### src/rtl/calc_pkg.sv
// Shared types for the sequential calculator: opcode and FSM state encodings,
// plus the iterative-unit mode select.
package calc_pkg;

  typedef enum logic [1:0] {
    OP_ADD = 2'b00,
    OP_SUB = 2'b01,
    OP_MUL = 2'b10,
    OP_DIV = 2'b11
  } op_e;

  typedef enum logic [1:0] {
    IDLE = 2'b00,
    MUL  = 2'b01,
    DIV  = 2'b10,
    DONE = 2'b11
  } state_e;

  typedef enum logic {
    MODE_MUL = 1'b0,
    MODE_DIV = 1'b1
  } iter_mode_e;

  // Divide by zero short-circuits to DONE, so only real divides iterate.
  function automatic logic is_iterative(input op_e op, input logic b_zero);
    return (op == OP_MUL) || ((op == OP_DIV) && !b_zero);
  endfunction

endpackage

### src/rtl/seq_calc_if.sv
// Operand/result handshake bundle for seq_calc; slave is the calculator side.
interface seq_calc_if #(
  parameter int WIDTH = 8
) ();

  logic               in_valid;
  logic               in_ready;
  logic [1:0]         op;
  logic [WIDTH-1:0]   a;
  logic [WIDTH-1:0]   b;
  logic               out_valid;
  logic               out_ready;
  logic [2*WIDTH-1:0] result;
  logic               flag;

  modport slave (
    input  in_valid, op, a, b, out_ready,
    output in_ready, out_valid, result, flag
  );

  modport master (
    output in_valid, op, a, b, out_ready,
    input  in_ready, out_valid, result, flag
  );

endinterface

### src/rtl/calc_iter_unit.sv
// Shared shift-add multiplier / restoring divider, one bit per cycle.
// The 2*WIDTH register holds {partial product, multiplier} or {remainder, quotient}.
module calc_iter_unit
  import calc_pkg::*;
#(
  parameter int WIDTH = 8
) (
  input  logic               clk,
  input  logic               rst_n,
  input  logic               start,
  input  iter_mode_e         mode,
  input  logic [WIDTH-1:0]   a,
  input  logic [WIDTH-1:0]   b,
  output logic               done,
  output logic [2*WIDTH-1:0] acc_nxt
);

  localparam int CNT_W = $clog2(WIDTH + 1);
  localparam logic [CNT_W-1:0] CNT_LOAD = CNT_W'(WIDTH);
  localparam logic [CNT_W-1:0] CNT_ONE  = CNT_W'(1);

  logic [CNT_W-1:0]   cnt;
  iter_mode_e         mode_q;
  logic [WIDTH-1:0]   opnd;
  logic [2*WIDTH-1:0] acc;

  logic [WIDTH:0]     mul_sum;
  logic [WIDTH:0]     div_shift;
  logic [WIDTH:0]     div_diff;

  always_comb begin
    mul_sum   = {1'b0, acc[2*WIDTH-1:WIDTH]} + (acc[0] ? {1'b0, opnd} : '0);
    div_shift = {acc[2*WIDTH-1:WIDTH], acc[WIDTH-1]};
    div_diff  = div_shift - {1'b0, opnd};
    acc_nxt   = acc;
    if (mode_q == MODE_MUL) begin
      acc_nxt = {mul_sum, acc[WIDTH-1:1]};
    end else if (div_diff[WIDTH]) begin
      // Trial subtract went negative: restore and shift in a 0 quotient bit.
      acc_nxt = {div_shift[WIDTH-1:0], acc[WIDTH-2:0], 1'b0};
    end else begin
      acc_nxt = {div_diff[WIDTH-1:0], acc[WIDTH-2:0], 1'b1};
    end
  end

  // High during the cycle that performs the last iteration.
  assign done = (cnt == CNT_ONE);

  always_ff @(posedge clk or negedge rst_n) begin
    if (!rst_n) begin
      cnt    <= '0;
      mode_q <= MODE_MUL;
      opnd   <= '0;
      acc    <= '0;
    end else if (start) begin
      cnt    <= CNT_LOAD;
      mode_q <= mode;
      opnd   <= (mode == MODE_DIV) ? b : a;
      acc    <= {{WIDTH{1'b0}}, ((mode == MODE_DIV) ? a : b)};
    end else if (cnt != '0) begin
      cnt    <= cnt - CNT_ONE;
      acc    <= acc_nxt;
    end
  end

endmodule

### src/rtl/seq_calc.sv
// Multi-cycle unsigned calculator: add/sub in one cycle, mul/div via calc_iter_unit.
//
// state | meaning
// IDLE  | in_ready high, waiting for an operation
// MUL   | shift-add multiply iterating
// DIV   | restoring divide iterating
// DONE  | result held with out_valid until consumed
module seq_calc
  import calc_pkg::*;
#(
  parameter int WIDTH = 8
) (
  input  logic       clk,
  input  logic       rst_n,
  seq_calc_if.slave  bus,
  output logic       busy
);

  state_e             state;
  logic               in_ready_q;
  logic               out_valid_q;
  logic [2*WIDTH-1:0] result_q;
  logic               flag_q;

  op_e                op_in;
  logic               b_zero;
  logic [WIDTH:0]     add_sum;
  logic [WIDTH:0]     sub_diff;
  logic               iter_start;
  iter_mode_e         iter_mode;
  logic               iter_done;
  logic [2*WIDTH-1:0] iter_acc_nxt;

  assign op_in      = op_e'(bus.op);
  assign b_zero     = (bus.b == '0);
  assign add_sum    = {1'b0, bus.a} + {1'b0, bus.b};
  assign sub_diff   = {1'b0, bus.a} - {1'b0, bus.b};
  assign iter_start = (state == IDLE) && bus.in_valid && is_iterative(op_in, b_zero);
  assign iter_mode  = (op_in == OP_DIV) ? MODE_DIV : MODE_MUL;

  calc_iter_unit #(
    .WIDTH (WIDTH)
  ) u_iter (
    .clk     (clk),
    .rst_n   (rst_n),
    .start   (iter_start),
    .mode    (iter_mode),
    .a       (bus.a),
    .b       (bus.b),
    .done    (iter_done),
    .acc_nxt (iter_acc_nxt)
  );

  always_ff @(posedge clk or negedge rst_n) begin
    if (!rst_n) begin
      state       <= IDLE;
      in_ready_q  <= 1'b1;
      out_valid_q <= 1'b0;
      result_q    <= '0;
      flag_q      <= 1'b0;
      busy        <= 1'b0;
    end else begin
      case (state)
        IDLE: begin
          if (bus.in_valid) begin
            in_ready_q <= 1'b0;
            busy       <= 1'b1;
            case (op_in)
              OP_ADD: begin
                result_q    <= {{(WIDTH-1){1'b0}}, add_sum};
                flag_q      <= add_sum[WIDTH];
                out_valid_q <= 1'b1;
                state       <= DONE;
              end
              OP_SUB: begin
                result_q    <= {{WIDTH{1'b0}}, sub_diff[WIDTH-1:0]};
                flag_q      <= sub_diff[WIDTH];
                out_valid_q <= 1'b1;
                state       <= DONE;
              end
              OP_MUL: state <= MUL;
              OP_DIV: begin
                if (b_zero) begin
                  // Remainder = dividend, quotient saturates to all ones.
                  result_q    <= {bus.a, {WIDTH{1'b1}}};
                  flag_q      <= 1'b1;
                  out_valid_q <= 1'b1;
                  state       <= DONE;
                end else begin
                  state <= DIV;
                end
              end
              default: state <= IDLE;
            endcase
          end
        end
        MUL, DIV: begin
          if (iter_done) begin
            result_q    <= iter_acc_nxt;
            flag_q      <= 1'b0;
            out_valid_q <= 1'b1;
            state       <= DONE;
          end
        end
        DONE: begin
          if (bus.out_ready) begin
            out_valid_q <= 1'b0;
            in_ready_q  <= 1'b1;
            busy        <= 1'b0;
            state       <= IDLE;
          end
        end
        default: begin
          out_valid_q <= 1'b0;
          in_ready_q  <= 1'b1;
          busy        <= 1'b0;
          state       <= IDLE;
        end
      endcase
    end
  end

  assign bus.in_ready  = in_ready_q;
  assign bus.out_valid = out_valid_q;
  assign bus.result    = result_q;
  assign bus.flag      = flag_q;

endmodule

### src/flat_wrapper.sv
// flat-port wrapper written by rule: the top's interface ports become plain ports
module seq_calc_flat import calc_pkg::*;
#(
  parameter int WIDTH = 8
)
  (clk, rst_n, busy, bus_in_valid, bus_op, bus_a, bus_b, bus_out_ready, bus_in_ready, bus_out_valid, bus_result, bus_flag);
  seq_calc_if #(.WIDTH(WIDTH)) bus_i ();
  input  logic clk;
  input  logic rst_n;
  output logic busy;
  input wire logic [$bits(bus_i.in_valid)-1:0] bus_in_valid;
  input wire logic [$bits(bus_i.op)-1:0] bus_op;
  input wire logic [$bits(bus_i.a)-1:0] bus_a;
  input wire logic [$bits(bus_i.b)-1:0] bus_b;
  input wire logic [$bits(bus_i.out_ready)-1:0] bus_out_ready;
  output wire logic [$bits(bus_i.in_ready)-1:0] bus_in_ready;
  output wire logic [$bits(bus_i.out_valid)-1:0] bus_out_valid;
  output wire logic [$bits(bus_i.result)-1:0] bus_result;
  output wire logic [$bits(bus_i.flag)-1:0] bus_flag;
  assign bus_i.in_valid = bus_in_valid;
  assign bus_i.op = bus_op;
  assign bus_i.a = bus_a;
  assign bus_i.b = bus_b;
  assign bus_i.out_ready = bus_out_ready;
  assign bus_in_ready = bus_i.in_ready;
  assign bus_out_valid = bus_i.out_valid;
  assign bus_result = bus_i.result;
  assign bus_flag = bus_i.flag;
  seq_calc #(.WIDTH(WIDTH)) u_core (.clk(clk), .rst_n(rst_n), .bus(bus_i), .busy(busy));
endmodule
### config.mk
export PLATFORM = sky130hd
export DESIGN_NAME = seq_calc_flat
export DESIGN_NICKNAME = d
export VERILOG_FILES = /design/src/rtl/calc_pkg.sv /design/src/rtl/seq_calc_if.sv /design/src/rtl/calc_iter_unit.sv /design/src/rtl/seq_calc.sv /design/src/flat_wrapper.sv
export SDC_FILE = /design/constraint.sdc
export NUM_CORES = 1
export LEC_CHECK = 0
export CAP_MARGIN = 20
export CELL_PAD_IN_SITES_DETAIL_PLACEMENT = 0
export CELL_PAD_IN_SITES_GLOBAL_PLACEMENT = 1
export CORE_MARGIN = 1
export CORE_UTILIZATION = 40
export DETAILED_ROUTE_END_ITERATION = 7
export PLACE_DENSITY_LB_ADDON = 0.1
export SLEW_MARGIN = 20
export SYNTH_ARGS = -nofsm -noshare
export SYNTH_HDL_FRONTEND = slang
export SYNTH_SLANG_ARGS = --single-unit
### constraint.sdc
create_clock -name clk -period 2.6 [get_ports clk]
set_input_delay 0.52 -clock clk [delete_from_list [all_inputs] [get_ports clk]]
set_output_delay 0.52 -clock clk [all_outputs]
set_load 0.01 [all_outputs]
==> results of run 1 <==
## worst reg2reg max path: stages (launching register included)
cell and delay [ns]:
dfrtp_1 0.40, inv_2 0.08, ha_4 0.13, inv_2 0.03
fa_2 0.34, a211oi_2 0.23, o211ai_1 0.13, a311o_2 0.50
mux2_4 0.35, a211o_1 0.27, a21oi_1 0.12
## cell type report
cell class	count	area, sq um	share of cell area
Multi-Input combinational cell	392	2960	0.507
Sequential cell	51	1280	0.218
Timing Repair Buffer	136	1180	0.202
Tap cell	136	170	0.0291
Inverter	39	146	0.0250
Clock buffer	6	72.6	0.0124
Clock inverter	2	37.5	0.00642
## logic make-up (layout without fill, tap and decap cells)
kind of cell,count (synthesis),count (layout),share of synthesized area
AOI/OAI and AO/OA,163,163,0.255
xor gates and xnor gates,13,13,0.0264
adders and majority gates,42,42,0.129
buffers and inverters,60,183,0.0528
DFF,51,51,0.296
muxes,33,33,0.0787
and+or+nand+nor,141,141,0.162
## synth_stat cells (all sizes together) (3+ instances only)
| cell type | instances | area [sq um] |
|---|---|---|
| a211o | 6 | 52.6 |
| a211oi | 7 | 67.6 |
| a21o | 4 | 30.0 |
| a21oi | 30 | 150 |
| a221oi | 3 | 26.3 |
| a22o | 3 | 26.3 |
| a22oi | 7 | 52.6 |
| and2 | 10 | 62.6 |
| buf | 3 | 13.8 |
| clkbuf | 18 | 67.6 |
| dfrtp | 50 | 1250 |
| fa | 4 | 80.1 |
| ha | 38 | 475 |
| inv | 38 | 143 |
| mux2 | 4 | 48.8 |
| mux2i | 29 | 290 |
| nand2 | 46 | 175 |
| nand2b | 8 | 50.1 |
| nand3 | 10 | 50.1 |
| nor2 | 30 | 113 |
| nor2b | 6 | 37.5 |
| nor3 | 14 | 86.3 |
| o211ai | 12 | 90.1 |
| o21a | 5 | 37.5 |
| o21ai | 49 | 245 |
| o22ai | 3 | 18.8 |
| o31a | 4 | 35.0 |
| o31ai | 5 | 42.5 |
| or3 | 3 | 18.8 |
| or4 | 3 | 26.3 |
| xnor2 | 8 | 70.1 |
| xor2 | 5 | 43.8 |
## sequential cells by signal, summed over array words and instances (netlist names)
| register | flops |
|---|---|
| u_core.bus.flag | 1 |
| u_core.bus.in_ready | 1 |
| u_core.bus.result | 16 |
| u_core.state | 2 |
| u_core.u_iter.cnt | 4 |
| u_core.bus.out_valid | 1 |
| u_core.busy | 1 |
| u_core.u_iter.opnd | 8 |
| u_core.u_iter.acc | 16 |
| u_core.u_iter.mode_q | 1 |
## worst max path at each step
stage	startpoint	endpoint	slack [ns]	cells after the start
floorplan	u_core.u_iter.acc[7]	u_core.u_iter.acc[8]	0.006	10
global placement	bus_b[0]	u_core.bus.result[6]	-0.32	9
detailed placement	bus_b[0]	u_core.bus.result[8]	-0.38	9
CTS	u_core.u_iter.acc[7]	u_core.u_iter.acc[8]	-0.10	10
global route	u_core.u_iter.acc[7]	u_core.u_iter.acc[8]	-0.17	10
finish	u_core.u_iter.acc[7]	u_core.u_iter.acc[8]	-0.06	10
## per-stage QoR
stage          TNS [ns]  cells  hold slack (ns)
2_1_floorplan         0    503            0.224
3_3_place_gp      -5.91    747            0.473
3_5_place_dp      -7.52    747            0.478
4_1_cts          -0.659    759            0.205
5_1_grt           -1.84    762            0.236
6_report         -0.243    762            0.198
## power by group
| group | switching (mW) | internal, mW | leakage (nW) | total, mW |
|---|---|---|---|---|
| registers | 0.306 | 1.20 | 0.620 | 1.51 |
| logic | 3.18 | 2.87 | 2.05 | 6.05 |
| clock network | 0.318 | 0.289 | 0.0514 | 0.606 |
## per-layer routing
metal,vias up,global-route usage
li1,2077,-
met1,2026,0.371
met2,105,0.388
met3,12,0.0458
met4,0,0.0675
met5,-,0
## timing repair
item,CTS,global route
pin swaps,15,9
setup buffers,5,3
cloned,0,0
setup endpoints to repair,19,23
resized for setup,24,24
==> flow_metrics.py, run 1 <==
metrics = {
    "status": {
        "status": "finished, violations left",
        "violations": "setup timing",
    },
    "critical_path": {
        "crit_path_max_fanout": 7,
        "cp-end-kind": "flip-flop",
        "cp_slowest_cell": "a311o_2",
        "r2r-end": "u_core.u_iter.acc[8]",
        "path_class": "reg2reg",
        "crit_buf_inv": 2,
        "slowest_delay_ns": 0.50,
        "r2r_cells": 10,
        "cp_cell_sequence": "inv_2 > ha_4 > inv_2 > fa_2 > a211oi_2 > o211ai_1 > a311o_2 > mux2_4 > a211o_1 > a21oi_1",
        "crit_path_start_kind": "flip-flop",
        "critPathMostFrequentCell": "inv_2",
        "cp.required_ns": 2.86,
        "worst-r2r-setup-slack_ns": -0.06,
        "r2r_start": "u_core.u_iter.acc[7]",
        "cp.arrival_ns": 2.92,
        "cp_top_family": "compound AO/OA/AOI/OAI gates",
    },
    "power_and_ir_drop": {
        "finalPower_mw": 8.17,
        "powerDensity_nw_per_um2": 1400,
        "p_leak_nw": 2.72,
        "peakVddDrop_uv": 534,
    },
    "floorplan": {
        "design.core.area_sq_um": 10400,
        "core.rowCount": 37,
        "die_w_microns": 106,
        "start_util": 0.416,
        "io_pins": 42,
        "die-area_sq_um": 11200,
        "die_h_microns": 106,
    },
    "logic_synthesis": {
        "ys.warnings.count": 0,
        "synth_fp_nets": 567,
        "seq_area_frac_synth": 0.296,
        "avgSynthCellArea_sq_um": 8.57,
        "synth.distinct_cells": 70,
        "syn-cell-area_sq_um": 4310,
        "synth.ff_latch_count": 51,
        "syn_inst": 503,
        "async_flop_share": 1.00,
        "synth_edf_count": 0,
        "synthFlopType": "dfrtp_1",
    },
    "route": {
        "met1Wirelength_microns": 6860,
        "dr_total_vias": 4220,
        "wl_met3_microns": 637,
        "wl_per_cell_microns": 18.1,
        "via_per_inst": 5.54,
        "drt-initial-drc-count": 320,
        "routed_wl_microns": 13800,
        "drc": 0,
        "antenna_left": 0,
        "routed.top_layer": "met4",
        "drt_pass1_iterations": 4,
        "wl_met2_microns": 6060,
    },
    "place": {
        "place_area_sq_um": 5520,
        "dpl.hpwl_microns": 10600,
        "port_buffers": 41,
        "gp_congestion": 0.908,
        "place_ws_ns": -0.385,
    },
    "cells_and_area": {
        "drive_gt1_frac": 0.233,
        "fillers": 981,
        "mostFrequentLayoutCells": "buf_4, dfrtp_1, nand2_1",
        "final_common_cell": "buf_4",
        "antenna_cells": 0,
        "final_area_sq_um": 5850,
        "fin_nets": 689,
        "final_util": 0.564,
        "area_delta_synth_final_pct": 35.6,
    },
    "timing": {
        "hold_viol": 0,
        "finalWorstSetupSlack_ns": -0.0607,
        "fin_skew_ns": 0.00821,
        "tightest_slew_ns": 0.776,
        "finalSetupViolations": 7,
        "fin_crit_sh": 1.02,
        "fin_crit_ns": 2.66,
        "fmax_mhz": 376,
        "maxSlewHeadroom": 0.481,
        "drv_slew": 0,
        "grt_setup_unrepaired": "true",
    },
    "clocking": {
        "insertion_delay_ns": 0.32,
        "cts_tree": "done",
        "cts_buffers": 5,
        "cts.sinks": 51,
        "clock_tree.root_cell": "clkbuf_8",
        "clk_pin_slew_ns": 0.11,
        "clockBufferDepth": 2,
        "htree_levels": 2,
        "ctsHoldBuffers": 0,
    },
    "global_routing": {
        "grt_pass1_vias": 4126,
        "antenna_found_initial": 0,
        "grt_max_degree": 30,
        "grt-ovfl-total": 0,
        "grt_util_all_layers": 0.256,
        "grt_pass1_wl_microns": 22000,
    },
    "min_path": {
        "hold_class": "in2async",
    },
    "run": {
        "max_cap_viol_count": 0,
    },
}
Note: power is estimated with default switching activity, not from simulation.
==> inputs of run 2 (changes only) <==
CORE_UTILIZATION = 48   (was 40)
clock period = 3.2 ns   (was 2.6 ns; I/O delays follow)
==> flow_metrics.py, run 2 (synthesis gave the netlist of run 1 again) <==
metrics = {
    "clocking": {
        "cts_tree": "done",
        "clockBufferDepth": 2,
        "cts_setup_buffers": 0,
        "clk_pin_slew_ns": 0.11,
        "ctsHoldBuffers": 0,
        "cts.sinks": 51,
        "clock_tree.root_cell": "clkbuf_8",
        "cts_buffers": 5,
        "htree_levels": 2,
        "insertion_delay_ns": 0.31,
        "cts_resized": 0,
    },
    "route": {
        "via_per_inst": 5.92,
        "wl_per_cell_microns": 18.1,
        "dr_total_vias": 3959,
        "antenna_left": 0,
        "drt-initial-drc-count": 376,
        "drt_pass1_iterations": 4,
        "routed_wl_microns": 12100,
        "drc": 0,
    },
    "timing": {
        "fmax_mhz": 333,
        "fin_crit_sh": 0.939,
        "fin_crit_ns": 3.00,
        "whs_ns": 0.321,
        "setup_tns_ns": 0,
        "maxSlewHeadroom": 0.485,
        "fin_skew_ns": 0.0123,
        "grt_setup_unrepaired": "false",
        "tightest_slew_ns": 0.771,
        "drv_slew": 0,
        "finalSetupViolations": 0,
        "hold_viol": 0,
    },
    "critical_path": {
        "path_class": "reg2reg",
        "critPathMostFrequentCell": "inv_1",
        "cp.required_ns": 3.44,
        "r2r_start": "u_core.u_iter.acc[7]",
        "cp_top_family": "compound AO/OA/AOI/OAI gates",
        "cp_slowest_cell": "dfrtp_1",
        "cp.arrival_ns": 3.25,
        "worst-r2r-setup-slack_ns": 0.20,
        "crit_path_start_kind": "flip-flop",
        "endpoint": "u_core.u_iter.acc[8]",
        "path_depth": 11,
        "cp_cell_sequence": "inv_1 > ha_1 > inv_1 > fa_1 > a211oi_2 > o211ai_1 > a311o_1 > buf_4 > mux2_4 > a211o_1 > a21oi_1",
        "crit_buf_inv": 3,
        "r2r_cells": 11,
        "cp-startpoint": "u_core.u_iter.acc[7]",
        "cp-end-kind": "flip-flop",
        "slowest_delay_ns": 0.43,
        "r2r-end": "u_core.u_iter.acc[8]",
        "crit_path_max_fanout": 4,
    },
    "place": {
        "dpl.hpwl_microns": 9580,
        "port_buffers": 41,
        "place_inst": 661,
        "gp_congestion": 0.895,
    },
    "power_and_ir_drop": {
        "p_leak_nw": 2.34,
        "peakVddDrop_uv": 420,
        "powerDensity_nw_per_um2": 1100,
    },
    "cells_and_area": {
        "area_delta_synth_final_pct": 18.8,
        "instances_no_fill": 669,
        "fin_nets": 624,
        "final_common_cell": "dfrtp_1",
        "antenna_cells": 0,
        "drive_gt1_frac": 0.0998,
        "mostFrequentLayoutCells": "dfrtp_1, o21ai_0, nand2_1",
    },
    "global_routing": {
        "grt_pass1_wl_microns": 19900,
        "antenna_found_initial": 0,
        "grt_util_all_layers": 0.267,
        "grt_max_degree": 41,
        "grt-ovfl-total": 0,
        "grt_pass1_vias": 3850,
    },
    "run": {
        "max_cap_viol_count": 0,
    },
    "floorplan": {
        "io_pins": 42,
        "die_h_microns": 96.8,
        "die-area_sq_um": 9360,
        "die_w_microns": 96.8,
        "start_util": 0.494,
        "design.core.area_sq_um": 8720,
        "core.rowCount": 34,
    },
    "status": {
        "status": "finished clean",
    },
    "min_path": {
        "hold_class": "in2async",
    },
}
-- run 2: cell count changes in the layout (fill, tap and decap cells not counted), moves of 3 or more --
| cell | delta |
|---|---|
| a21oi_1 | +3 |
| a21oi_2 | -3 |
| buf_12 | -3 |
| buf_4 | -61 |
| clkdlybuf4s50_1 | +3 |
| dlymetal6s2s_1 | -3 |
| o21ai_0 | +8 |
| o21ai_1 | -3 |
| o21ai_2 | -5 |
-- run 2: worst min path at each step --
stage	from	end	cells past startpoint
after global placement	u_core.bus.result[0]	u_core.bus.result[0]	2
after CTS	rst_n	u_core.u_iter.acc[14]	2
after detailed placement	u_core.bus.result[1]	u_core.bus.result[1]	2
after floorplan	rst_n	u_core.bus.flag	0
final	rst_n	u_core.u_iter.acc[15]	2
after global routing	rst_n	u_core.u_iter.opnd[6]	2
-- run 2: stage by stage --
step | utilization | cell area (sq um) | worst slack, ns | power [mW]
final | 0.587 | 5120 | 0.196 | 5.65
after global routing | 0.587 | 5120 | 0.0300 | 6.18
after CTS | 0.587 | 5120 | 0.203 | 5.64
after detailed placement | 0.574 | 5010 | 0.00549 | 5.14
after global placement | 0.574 | 5010 | 0.127 | 5.07
after floorplan | - | 4310 | 0.606 | 3.87
-- run 2: report_power, final --
group | switching (mW) | internal [mW]
sequential | 0.294 | 0.977
combinational | 2.14 | 1.77
clock | 0.239 | 0.234
-- run 2: per-layer routing --
layer | vias up | part of all wire | global-route usage
li1 | 1951 | - | -
met1 | 1885 | 0.49 | 0.401
met2 | 108 | 0.44 | 0.409
met3 | 15 | 0.054 | 0.0303
met4 | 0 | 0.015 | 0.0643
met5 | - | 0 | 0
-- run 2: final cells by class --
type / count / area (sq um)
Clock buffer: 5 / 68.8
Multi-Input combinational cell: 392 / 2810
Tap cell: 108 / 135
Fill cell: 820 / 3600
Clock inverter: 3 / 43.8
Inverter: 39 / 146
Timing Repair Buffer: 71 / 643
Sequential cell: 51 / 1280
==> inputs of run 3 (changes only) <==
CTS_CLUSTER_DIAMETER = 150   (was not set)
SYNTH_HIERARCHICAL = 1   (was not set)
==> flow_metrics.py, run 3 <==
metrics = {
    "logic_synthesis": {
        "seq_area_frac_synth": 0.282,
        "yosysMostFrequentCell": "dfrtp_1",
        "syn_inst": 533,
        "ys.warnings.count": 6,
        "synth.distinct_cells": 78,
        "synth_fp_nets": 597,
        "avgSynthCellArea_sq_um": 8.50,
        "synth_edf_count": 0,
        "synth_area_leaders": "dfrtp_1, ha_1, a21oi_1",
        "async_flop_share": 1.00,
        "synth_top_area_share": 0.276,
        "synth_area_leader_cell": "dfrtp_1",
        "syn-cell-area_sq_um": 4530,
        "synth.ff_latch_count": 51,
        "ys_top_cells_by_count": "dfrtp_1, nor2_1, a21oi_1, nand2_1, ha_1",
        "synthFlopType": "dfrtp_1",
    },
    "clocking": {
        "cts_tree": "done",
        "clk_pin_slew_ns": 0.09,
        "clockBufferDepth": 2,
        "htree_levels": 2,
        "clock_tree.root_cell": "clkbuf_8",
        "insertion_delay_ns": 0.30,
        "cts_buffers": 5,
        "cts.sinks": 51,
    },
    "timing": {
        "fin_skew_ns": 0.00661,
        "fmax_mhz": 327,
        "finalSetupViolations": 0,
        "fin_crit_sh": 0.955,
        "drv_slew": 0,
        "hold_viol": 0,
        "tightest_slew_ns": 0.826,
        "grt_setup_unrepaired": "false",
        "maxSlewHeadroom": 0.450,
        "fin_crit_ns": 3.06,
        "setup_tns_ns": 0,
        "finalWorstSetupSlack_ns": 0.144,
    },
    "power_and_ir_drop": {
        "peakVddDrop_uv": 856,
        "powerDensity_nw_per_um2": 1190,
        "p_leak_nw": 2.32,
    },
    "place": {
        "place_ws_ns": 0.0846,
        "gp_congestion": 0.936,
        "port_buffers": 41,
        "dpl.hpwl_microns": 9660,
    },
    "floorplan": {
        "die-area_sq_um": 9830,
        "io_pins": 42,
        "die_h_microns": 99.1,
        "core.rowCount": 35,
        "die_w_microns": 99.1,
        "start_util": 0.492,
        "design.core.area_sq_um": 9200,
    },
    "critical_path": {
        "cp.arrival_ns": 3.20,
        "cp-end-kind": "flip-flop",
        "path_class": "reg2reg",
        "cp.required_ns": 3.35,
        "crit_path_max_fanout": 6,
        "crit_path_start_kind": "flip-flop",
    },
    "status": {
        "status": "finished clean",
    },
    "route": {
        "routed_wl_microns": 12700,
        "dr_total_vias": 4152,
        "via_per_inst": 6.05,
        "drt-initial-drc-count": 235,
        "wl_per_cell_microns": 18.6,
        "antenna_left": 0,
        "drt_pass1_iterations": 5,
        "drc": 0,
    },
    "global_routing": {
        "grt_util_all_layers": 0.272,
        "grt-ovfl-total": 0,
        "antenna_found_initial": 0,
        "grt_pass1_wl_microns": 20800,
        "grt_pass1_vias": 4062,
        "grt_max_degree": 36,
    },
    "cells_and_area": {
        "final_common_cell": "dfrtp_1",
        "drive_gt1_frac": 0.123,
        "mostFrequentLayoutCells": "dfrtp_1, nor2_1, a21oi_1",
        "fin_nets": 639,
        "area_delta_synth_final_pct": 15.1,
        "antenna_cells": 0,
    },
    "min_path": {
        "hold_class": "in2async",
    },
    "run": {
        "max_cap_viol_count": 0,
    },
}
[run 3: worst max-delay path, stage by stage, from the launching register on]
cell and delay [ns]:
dfrtp_1 0.41, inv_1 0.10, ha_2 0.18, inv_1 0.05
fa_2 0.34, a211o_2 0.38, nand4_2 0.11, mux2_4 0.31
or2_2 0.35, a2111oi_0 0.55, a2111oi_0 0.13
[run 3: worst paths after layout]
check	start	end	slack [ns]	cells past startpoint
hold / removal	rst_n	u_core/u_iter/acc[14]	0.42	1
setup reg to reg	u_core/u_iter/acc[7]	u_core/u_iter/acc[14]	0.14	10
hold reg to reg	u_core/bus.out_valid	u_core/bus.out_valid	0.49	2
min in group clk	u_core/bus.out_valid	u_core/bus.out_valid	0.49	2
setup / recovery	u_core/u_iter/acc[7]	u_core/u_iter/acc[14]	0.14	10
max in group asynchronous	rst_n	u_core/bus.result[6]	2.01	2
[run 3: kinds of logic (layout without fill, tap and decap cells)]
kind of cell / count (synthesis) / count (layout) / synth area share
AOI/OAI and AO/OA: 156 / 156 / 0.233
xor gates and xnor gates: 8 / 8 / 0.0155
adders and majority gates: 42 / 42 / 0.123
buffers and inverters: 59 / 100 / 0.0586
DFF: 51 / 51 / 0.282
muxes: 36 / 36 / 0.0851
and+or+nand+nor: 181 / 182 / 0.203
[run 3: repair_timing]
item	CTS	global route
endpoints found under the hold margin	0	0
hold buffers	0	0
endpoints found under the setup margin	0	5
setup buffers	0	2
gates resized for setup	0	6
[run 3: layer usage]
layer  wire [microns]  global-route usage  vias up
li1                 -                   -     2015
met1             5730               0.362     2026
met2             6360               0.480       98
met3              432              0.0204       13
met4              216              0.0679        0
met5                0                   0        -
[run 3: power by group]
group | leakage (nW) | internal (mW) | switching (mW)
registers | 0.612 | 0.995 | 0.276
logic | 1.66 | 1.96 | 2.55
clock network | 0.0502 | 0.229 | 0.215
total | 2.32 | 3.18 | 3.04
[run 3: metrics by stage]
step	power, mW	hold WS, ns	cells	utilization	instance area [sq um]
finish	6.22	0.420	686	0.567	5210
global route	6.80	0.488	686	0.567	5210
CTS	6.07	0.445	683	0.562	5160
detailed placement	5.61	0.469	676	0.550	5060
global placement	5.53	0.461	676	0.550	5060
floorplan	4.40	0.344	533	-	4530
[run 3: layout make-up]
type | count | area [sq um]
Clock buffer | 5 | 68.8
Tap cell | 111 | 139
Timing Repair Buffer | 60 | 548
Multi-Input combinational cell | 424 | 3020
Sequential cell | 51 | 1280
Clock inverter | 2 | 37.5
Inverter | 33 | 124
Fill cell | 884 | 3980
